`config.mk`:
```
export PLATFORM = sky130hd
export DESIGN_NAME = shared_port_arbiter_flat
export DESIGN_NICKNAME = d
export VERILOG_FILES = /design/src/rtl/shared_port_arbiter_if.sv /design/src/rtl/shared_port_arbiter.sv /design/src/flat_wrapper.sv
export SDC_FILE = /design/constraint.sdc
export NUM_CORES = 1
export LEC_CHECK = 0
export CAP_MARGIN = 0
export CORE_UTILIZATION = 31
export DETAILED_ROUTE_END_ITERATION = 10
export PLACE_DENSITY_LB_ADDON = 0.05
export SLEW_MARGIN = 20
export SYNTH_ARGS = -nofsm -noshare
export SYNTH_HDL_FRONTEND = slang
export SYNTH_SLANG_ARGS = --single-unit
```
`constraint.sdc`:
```
create_clock -name clk -period 3.5 [get_ports clk]
set_clock_uncertainty 0.1 [all_clocks]
set_input_delay 1.05 -clock clk [delete_from_list [all_inputs] [get_ports clk]]
set_output_delay 1.05 -clock clk [all_outputs]
set_load 0.02 [all_outputs]
```
`src/rtl/shared_port_arbiter_if.sv`:
```
// shared_port_arbiter_if: requester and shared-port signals around the arbiter
interface shared_port_arbiter_if #(parameter int DATA_WIDTH = 32);
  logic req0, req1;
  logic [DATA_WIDTH-1:0] addr0, addr1, w_data0, w_data1;
  logic mem_done;
  logic gnt0, gnt1, done0, done1, mem_valid, sel;
  logic [DATA_WIDTH-1:0] mem_addr, mem_w_data;
  modport master (
    output req0, req1, addr0, addr1, w_data0, w_data1, mem_done,
    input gnt0, gnt1, done0, done1, mem_valid, sel, mem_addr, mem_w_data
  );
  modport slave (
    input req0, req1, addr0, addr1, w_data0, w_data1, mem_done,
    output gnt0, gnt1, done0, done1, mem_valid, sel, mem_addr, mem_w_data
  );
endinterface

```
`src/rtl/shared_port_arbiter.sv`:
```
// shared_port_arbiter: two-requester round-robin arbiter owning the shared-port mux select.
// Define SHARED_PORT_ARB_TIMEOUT_EN to force-release grants held MAX_HOLD cycles without completion.
module shared_port_arbiter #(
  parameter int DATA_WIDTH = 32,
  parameter int CNT_WIDTH = 16,
  parameter int MAX_HOLD = 64
) (
  input  logic clk,
  input  logic rst_n,
  shared_port_arbiter_if.slave bus,
  output logic [CNT_WIDTH-1:0] grant_cnt0_o,
  output logic [CNT_WIDTH-1:0] grant_cnt1_o,
  output logic timeout_err_o
);
  localparam logic [1:0] IDLE = 2'd0, GRANT0 = 2'd1, GRANT1 = 2'd2;
  logic [1:0] state_q, state_d, flip;
  logic sel_q, last_q, gnt0, gnt1, own, other, ent0, ent1, tmo;
  logic [CNT_WIDTH-1:0] cnt0_q, cnt1_q;
  assign gnt0 = state_q == GRANT0;
  assign gnt1 = state_q == GRANT1;
  assign own = gnt0 ? bus.req0 : bus.req1;
  assign other = gnt0 ? bus.req1 : bus.req0;
  assign flip = gnt0 ? GRANT1 : GRANT0;
  always_comb begin
    state_d = !(gnt0 || gnt1) ?
                ((bus.req0 && bus.req1) ? (last_q ? GRANT0 : GRANT1) :
                 bus.req0 ? GRANT0 : bus.req1 ? GRANT1 : IDLE) :
              bus.mem_done ? (other ? flip : own ? state_q : IDLE) :
              tmo ? (other ? flip : IDLE) :
              own ? state_q : IDLE;
  end
  // a completion while staying in the same grant state is a re-grant
  assign ent0 = state_d == GRANT0 && (!gnt0 || bus.mem_done);
  assign ent1 = state_d == GRANT1 && (!gnt1 || bus.mem_done);
  always_ff @(posedge clk) begin
    if (!rst_n) begin
      state_q <= IDLE;
      sel_q <= 1'b0;
      last_q <= 1'b1;
      cnt0_q <= '0;
      cnt1_q <= '0;
    end else begin
      state_q <= state_d;
      sel_q <= ent1 ? 1'b1 : ent0 ? 1'b0 : sel_q;
      last_q <= ent1 ? 1'b1 : ent0 ? 1'b0 : last_q;
      cnt0_q <= cnt0_q + CNT_WIDTH'(ent0 && !(&cnt0_q));
      cnt1_q <= cnt1_q + CNT_WIDTH'(ent1 && !(&cnt1_q));
    end
  end
`ifdef SHARED_PORT_ARB_TIMEOUT_EN
  localparam int HW = $clog2(MAX_HOLD) + 1;
  logic [HW-1:0] hold_q;
  logic terr_q;
  assign tmo = (gnt0 || gnt1) && !bus.mem_done && hold_q == HW'(MAX_HOLD - 1);
  always_ff @(posedge clk) begin
    if (!rst_n) begin
      hold_q <= '0;
      terr_q <= 1'b0;
    end else begin
      hold_q <= (ent0 || ent1) ? '0 : ((gnt0 || gnt1) && !bus.mem_done) ? hold_q + 1'b1 : hold_q;
      terr_q <= terr_q | tmo;
    end
  end
  assign timeout_err_o = terr_q;
`else
  assign tmo = 1'b0;
  assign timeout_err_o = MAX_HOLD < 1;
`endif
  assign bus.gnt0 = gnt0;
  assign bus.gnt1 = gnt1;
  assign bus.done0 = bus.mem_done && gnt0;
  assign bus.done1 = bus.mem_done && gnt1;
  assign bus.mem_valid = gnt0 || gnt1;
  assign bus.sel = sel_q;
  assign bus.mem_addr = DATA_WIDTH'(sel_q ? bus.addr1 : bus.addr0);
  assign bus.mem_w_data = DATA_WIDTH'(sel_q ? bus.w_data1 : bus.w_data0);
  assign grant_cnt0_o = cnt0_q;
  assign grant_cnt1_o = cnt1_q;
endmodule

```
`src/flat_wrapper.sv`:
```
// flat-port wrapper written by rule: the top's interface ports become plain ports
module shared_port_arbiter_flat 
#(
  parameter int DATA_WIDTH = 32,
  parameter int CNT_WIDTH = 16,
  parameter int MAX_HOLD = 64
)
  (clk, rst_n, grant_cnt0_o, grant_cnt1_o, timeout_err_o, bus_req0, bus_req1, bus_addr0, bus_addr1, bus_w_data0, bus_w_data1, bus_mem_done, bus_gnt0, bus_gnt1, bus_done0, bus_done1, bus_mem_valid, bus_sel, bus_mem_addr, bus_mem_w_data);
  shared_port_arbiter_if #(.DATA_WIDTH(DATA_WIDTH)) bus_i ();
  input  logic clk;
  input  logic rst_n;
  output logic [CNT_WIDTH-1:0] grant_cnt0_o;
  output logic [CNT_WIDTH-1:0] grant_cnt1_o;
  output logic timeout_err_o;
  input wire logic [$bits(bus_i.req0)-1:0] bus_req0;
  input wire logic [$bits(bus_i.req1)-1:0] bus_req1;
  input wire logic [$bits(bus_i.addr0)-1:0] bus_addr0;
  input wire logic [$bits(bus_i.addr1)-1:0] bus_addr1;
  input wire logic [$bits(bus_i.w_data0)-1:0] bus_w_data0;
  input wire logic [$bits(bus_i.w_data1)-1:0] bus_w_data1;
  input wire logic [$bits(bus_i.mem_done)-1:0] bus_mem_done;
  output wire logic [$bits(bus_i.gnt0)-1:0] bus_gnt0;
  output wire logic [$bits(bus_i.gnt1)-1:0] bus_gnt1;
  output wire logic [$bits(bus_i.done0)-1:0] bus_done0;
  output wire logic [$bits(bus_i.done1)-1:0] bus_done1;
  output wire logic [$bits(bus_i.mem_valid)-1:0] bus_mem_valid;
  output wire logic [$bits(bus_i.sel)-1:0] bus_sel;
  output wire logic [$bits(bus_i.mem_addr)-1:0] bus_mem_addr;
  output wire logic [$bits(bus_i.mem_w_data)-1:0] bus_mem_w_data;
  assign bus_i.req0 = bus_req0;
  assign bus_i.req1 = bus_req1;
  assign bus_i.addr0 = bus_addr0;
  assign bus_i.addr1 = bus_addr1;
  assign bus_i.w_data0 = bus_w_data0;
  assign bus_i.w_data1 = bus_w_data1;
  assign bus_i.mem_done = bus_mem_done;
  assign bus_gnt0 = bus_i.gnt0;
  assign bus_gnt1 = bus_i.gnt1;
  assign bus_done0 = bus_i.done0;
  assign bus_done1 = bus_i.done1;
  assign bus_mem_valid = bus_i.mem_valid;
  assign bus_sel = bus_i.sel;
  assign bus_mem_addr = bus_i.mem_addr;
  assign bus_mem_w_data = bus_i.mem_w_data;
  shared_port_arbiter #(.DATA_WIDTH(DATA_WIDTH), .CNT_WIDTH(CNT_WIDTH), .MAX_HOLD(MAX_HOLD)) u_core (.clk(clk), .rst_n(rst_n), .bus(bus_i), .grant_cnt0_o(grant_cnt0_o), .grant_cnt1_o(grant_cnt1_o), .timeout_err_o(timeout_err_o));
endmodule
```
; ---- Yosys cells after proc, flatten, opt, wreduce, memory -nomap -nowiden
; Index checks and enable logic that the tools add are counted.
[word_totals]
ff_bits = 36
latch_bits = 0
ram_bits = 0
rom_bits = 0
word_cells = 45
n_memories = 0
[op_classes]
add_sub_neg = 2
n_mul = 0
div_mod_pow = 0
magnitude_cmp = 0
eq_ne = 4
shift = 0
mux = 15
bitwise = 1
n_reduce_logical = 18
[ops]
columns = op, n
row1 = two-way mux 32 bit, 2
row2 = adder 16 x 1 -> 16 bit, 2
row3 = AND reduction 16 bit, 2
row4 = two-way mux 2 bit, 9
row5 = logical AND 1 bit, 7
row6 = equality test 2 x 1 -> 1 bit (second input constant), 2
row7 = equality test 2 bit (second input constant), 2
row8 = zero test 1 bit, 4
row9 = two-way mux 1 bit, 4
row10 = logical OR 1 bit, 3
row11 = nonzero test 2 bit, 1
row12 = OR reduction 2 bit, 1
row13 = NOT 1 bit, 1

; ---- Logic depth before layout (Yosys ltp)
[logic_depth]
depth_word = 10
depth_mapped = 13
mapped_depth_nobuf = 13

; ---- Worst setup path after synthesis
; OpenSTA, ideal clock, no wires.
[synth_path]
path_type = input to register
start = input bus_req1
end = register u_core.cnt0_q[12], in the netlist u_core.grant_cnt0_o[12]
setup_ps = 71
arrival_ps = 2870
required_ps = 3329
path_slack_ps = 459
cell_stages = 10
path_buffers = 0
path_cell_list = and4bb_1 a32oi_1 nand3_2 a221oi_2 o31a_1 ha_1 ha_1 nand3_1 or3_1 a21oi_1
[synth_between]
elab_chain_cells = 9
elab_cells_between_ends = 14
classes_between = add/sub: 1 / eq/ne: 1 / mux: 9 / reduce/logical: 3
[synth_rtl]
columns = element, line
row1 = from (decl), flat_wrapper.sv:16  ; input wire logic [$bits(bus_i.req1)-1:0] bus_req1;
row2 = two-way mux 1 bit, shared_port_arbiter.sv:21  ; assign own = gnt0 ? bus.req0 : bus.req1;
row3 = two-way mux 2 bit, "shared_port_arbiter.sv:28, shared_port_arbiter.sv:30"
row4 = two-way mux 2 bit (2 in series), shared_port_arbiter.sv:28  ; bus.mem_done ? (other ? flip : own ? state_q : IDLE) :
row5 = two-way mux 2 bit (*), shared_port_arbiter.sv:25  ; state_d = !(gnt0 || gnt1) ?
row6 = equality test 2 x 1 -> 1 bit (*), shared_port_arbiter.sv:33  ; assign ent0 = state_d == GRANT0 && (!gnt0 || bus.mem_done);
row7 = logical AND 1 bit (*), shared_port_arbiter.sv:33
row8 = logical AND 1 bit (*), shared_port_arbiter.sv:46  ; cnt0_q <= cnt0_q + CNT_WIDTH'(ent0 && !(&cnt0_q));
row9 = adder 16 x 1 -> 16 bit (*), shared_port_arbiter.sv:46
row10 = to (signal assigned), shared_port_arbiter.sv:46
row11 = to (decl), shared_port_arbiter.sv:18  ; logic [CNT_WIDTH-1:0] cnt0_q, cnt1_q;
; Mark *: on every way between the ends. The rest lies on a longest branch, timed or not.
; A chain may end at the register's enable or synchronous reset.

; ---- Final worst setup path
[layout_path]
start = input bus_w_data1[14]
end = output bus_mem_w_data[14]
[layout_between]
elab_chain_cells = 1
[layout_rtl]
columns = element, line
row1 = from (decl), flat_wrapper.sv:20  ; input wire logic [$bits(bus_i.w_data1)-1:0] bus_w_data1;
row2 = two-way mux 32 bit, shared_port_arbiter.sv:76  ; assign bus.mem_w_data = DATA_WIDTH'(sel_q ? bus.w_data1 : bus.w_data0);
row3 = to (decl), flat_wrapper.sv:29  ; output wire logic [$bits(bus_i.mem_w_data)-1:0] bus_mem_w_data;
; Every way passes these cells.

==> impl_metrics.toml <==
[run_status]
outcome = "complete, no violations"

[timing]
post-route-min-period_ns = 3.48
grt_setup_unrepaired = "true"
timing_hold_violations_final = 0
number_of_failing_setup_endpoints_in_the_final_timing_report = 0
highest_clock_rate_mhz = 287
setup_total_negative_slack_ns = 0
final.period_utilization_pct = 99.5
timing.hold.ws_ns = 0.409
drv_slew = 0

[clock_tree]
tritoncts = "yes"
clock_tree.root_cell = "clkbuf_8"
clockBufferDepth = 2
worstSkewPairLatency_ns = 0.28
cts-htree-levels = 2
cts_setup_buffers = 0
tritoncts_buffer_count = 5
cts.sink_count = 36
worst_setup_hold_path_clk_slew_ns = 0.06

[floorplanning]
floorplan.rows = 32
dieHeight_microns = 91.6
initial_core_util_pct = 32.1
design.core.area_sq_um = 7770
dieArea_sq_um = 8400
floorplan.die.width_microns = 91.6
io_pins = 236

[layout]
finalNonFillerCells = 608
layout.cells.most_common = "clkdlybuf4s50_1"
layout.cells.most_common_list = "clkdlybuf4s50_1, mux2_2, dfxtp_1"
drive_above_1_share_pct = 18.0
num_antenna_cells = 0
area_growth_pct = 105
finalNetCount = 646

[power_and_ir_drop]
share_comb_of_total_power_pct = 48.4
switching_share_pct = 30.5
total_power_mw = 1.42
total_switching_power_uw = 433
clock_power_share_pct = 21.1
ir_drop_uv = 219
sequential_power_share_pct = 30.5
power_density_nw_per_um2 = 278
power_report.internal_total_uw = 986
power.static_leakage_nw = 1.94

[global_routing]
grt-ovfl-total = 0
via_count_of_the_first_global_routing_pass = 2846
grt_antenna_before_repair = 0
grt_max_degree = 44
first_pass_grt_wire_length_microns = 15200
grt.total_usage_pct = 23.1

[logic_synthesis]
async_reset_ff_share_pct = 0
proportion_of_synthesized_chip_area_in_sequential_cells_pct = 28.9
synth.ff_latch_count = 36
postSynthCellCount = 265
syn-cell-area_sq_um = 2490
synth_area_per_cell_sq_um = 9.40
post_synth_num_cell_types = 39
edff_count_synth = 0
ys_flop_type = "dfxtp_1"
post_synthesis_net_count = 406
yosysWarnings = 0

[detailed_routing]
wl_per_cell_microns = 16.6
remaining_drc_errors = 0
drtAntennaViolNets = 0
initialDrtViolationCount = 69
post_drt_via_cell_ratio = 4.71
dr.pass1.iters = 4
via_count = 2862
totalWireLength_microns = 10100

[critical_path]
worst-endpoint-arrival_ns = 2.33
timing.critical_path.slowest_stage_cell = "clkdlybuf4s50_1"
cell_chain_of_the_critical_path = "clkdlybuf4s50_1 > mux2_2 > clkdlybuf4s50_1"
critical-path-max-stage-delay_ns = 0.54
required_ns = 2.35
worst-setup-path-type = "input pin to output pin"
start_kind = "input pin"
crit_fanout = 1
critical_path_endpoint_category = "output pin"
critPathMostFrequentCell = "clkdlybuf4s50_1"

[place]
globalplace.congestion = 0.854
dpl.hpwl_microns = 8190
dp.cells = 600
place.port_buffers = 234

[flow_run]
maxCapViolations = 0

[worst_hold_path]
worst_hold_path_type = "flop to flop"
## metal layers
layer  GRT usage (%)  share of wire, %  up-vias  wire (microns)
met1            29.9                44     1319            4460
met4            4.89               1.1        0             108
met3            4.89               7.2       10             723
li1                -                 -     1414               -
met5               0                 0        -               0
met2            39.5                47      119            4770
## worst max-delay path: cells and delay by family
family | cells | cell delay (ns)
buffers and inverters | 2 | 0.99
muxes | 1 | 0.28
## metrics by stage
step	area [sq um]	utilization [%]	setup slack, ns
final	5100	65.6	0.0189
after global routing	5100	65.6	-0.000841
after CTS	5090	65.6	0.0140
after detailed placement	5000	64.4	-0.145
after global placement	5000	64.4	-0.0752
after floorplan	2490	-	0.459
## Yosys cell counts (all sizes together) (2+ instances only)
master  count  area (sq um)
mux2       65           732
dfxtp      36           721
nor2       27           101
xor2       19           166
nand3      16          85.1
nand2      13          48.8
and2       10          65.1
nand4       9          56.3
buf         8          41.3
ha          8           100
inv         7          26.3
xnor2       7          61.3
and3        6          42.5
clkbuf      5          18.8
o21ai       5          25.0
a21oi       3          15.0
and4        3          26.3
or3         2          12.5
## repair_timing
| item | CTS | global route |
|---|---|---|
| setup endpoints to repair | 2 | 6 |
| resized for setup | 2 | 2 |
| hold buffers | 0 | 0 |
## area by class of cell
type                       instances  area [sq um]
tap                              102           128
clock buffer                       8          90.1
multi-input combinational        209          1680
inverter                           7          26.3
timing repair buffer             246          2450
fill                             655          2670
sequential                        36           722
## registers in the layout (all words and copies together), names as in the netlist
| name | cells |
|---|---|
| u_core.bus.sel | 1 |
| u_core.grant_cnt0_o | 16 |
| u_core.state_q | 2 |
| u_core.last_q | 1 |
| u_core.grant_cnt1_o | 16 |
## power groups by stage
stage | combinational [mW] | sequential, mW | clock (mW)
after CTS | 0.690 | 0.433 | 0.306
final | 0.686 | 0.433 | 0.299
after global routing | 0.722 | 0.434 | 0.327
after detailed placement | 0.688 | 0.442 | 0
after global placement | 0.682 | 0.442 | 0
after floorplan | 0.307 | 0.447 | 0
## final timing paths
check | cells past startpoint | from | slack, ns | endpoint
setup / recovery | 3 | bus_w_data1[14] | 0.02 | bus_mem_w_data[14]
hold / removal | 2 | u_core.grant_cnt0_o[12] | 0.41 | u_core.grant_cnt0_o[12]
setup reg to reg | 14 | u_core.state_q[0] | 0.60 | u_core.grant_cnt0_o[9]
hold reg to reg | 2 | u_core.grant_cnt0_o[12] | 0.41 | u_core.grant_cnt0_o[12]
## cells by family after synthesis
| group | after synthesis | share of synthesized area [%] |
|---|---|---|
| xor+xnor | 26 | 9.14 |
| buf+inv | 20 | 3.47 |
| other cells | 1 | 0.151 |
| flops | 36 | 28.9 |
| fa+ha+maj | 8 | 4.02 |
| compound gates | 18 | 5.07 |
| simple gates | 91 | 19.8 |
| mux | 65 | 29.4 |
(Power assumes the default switching activity.)
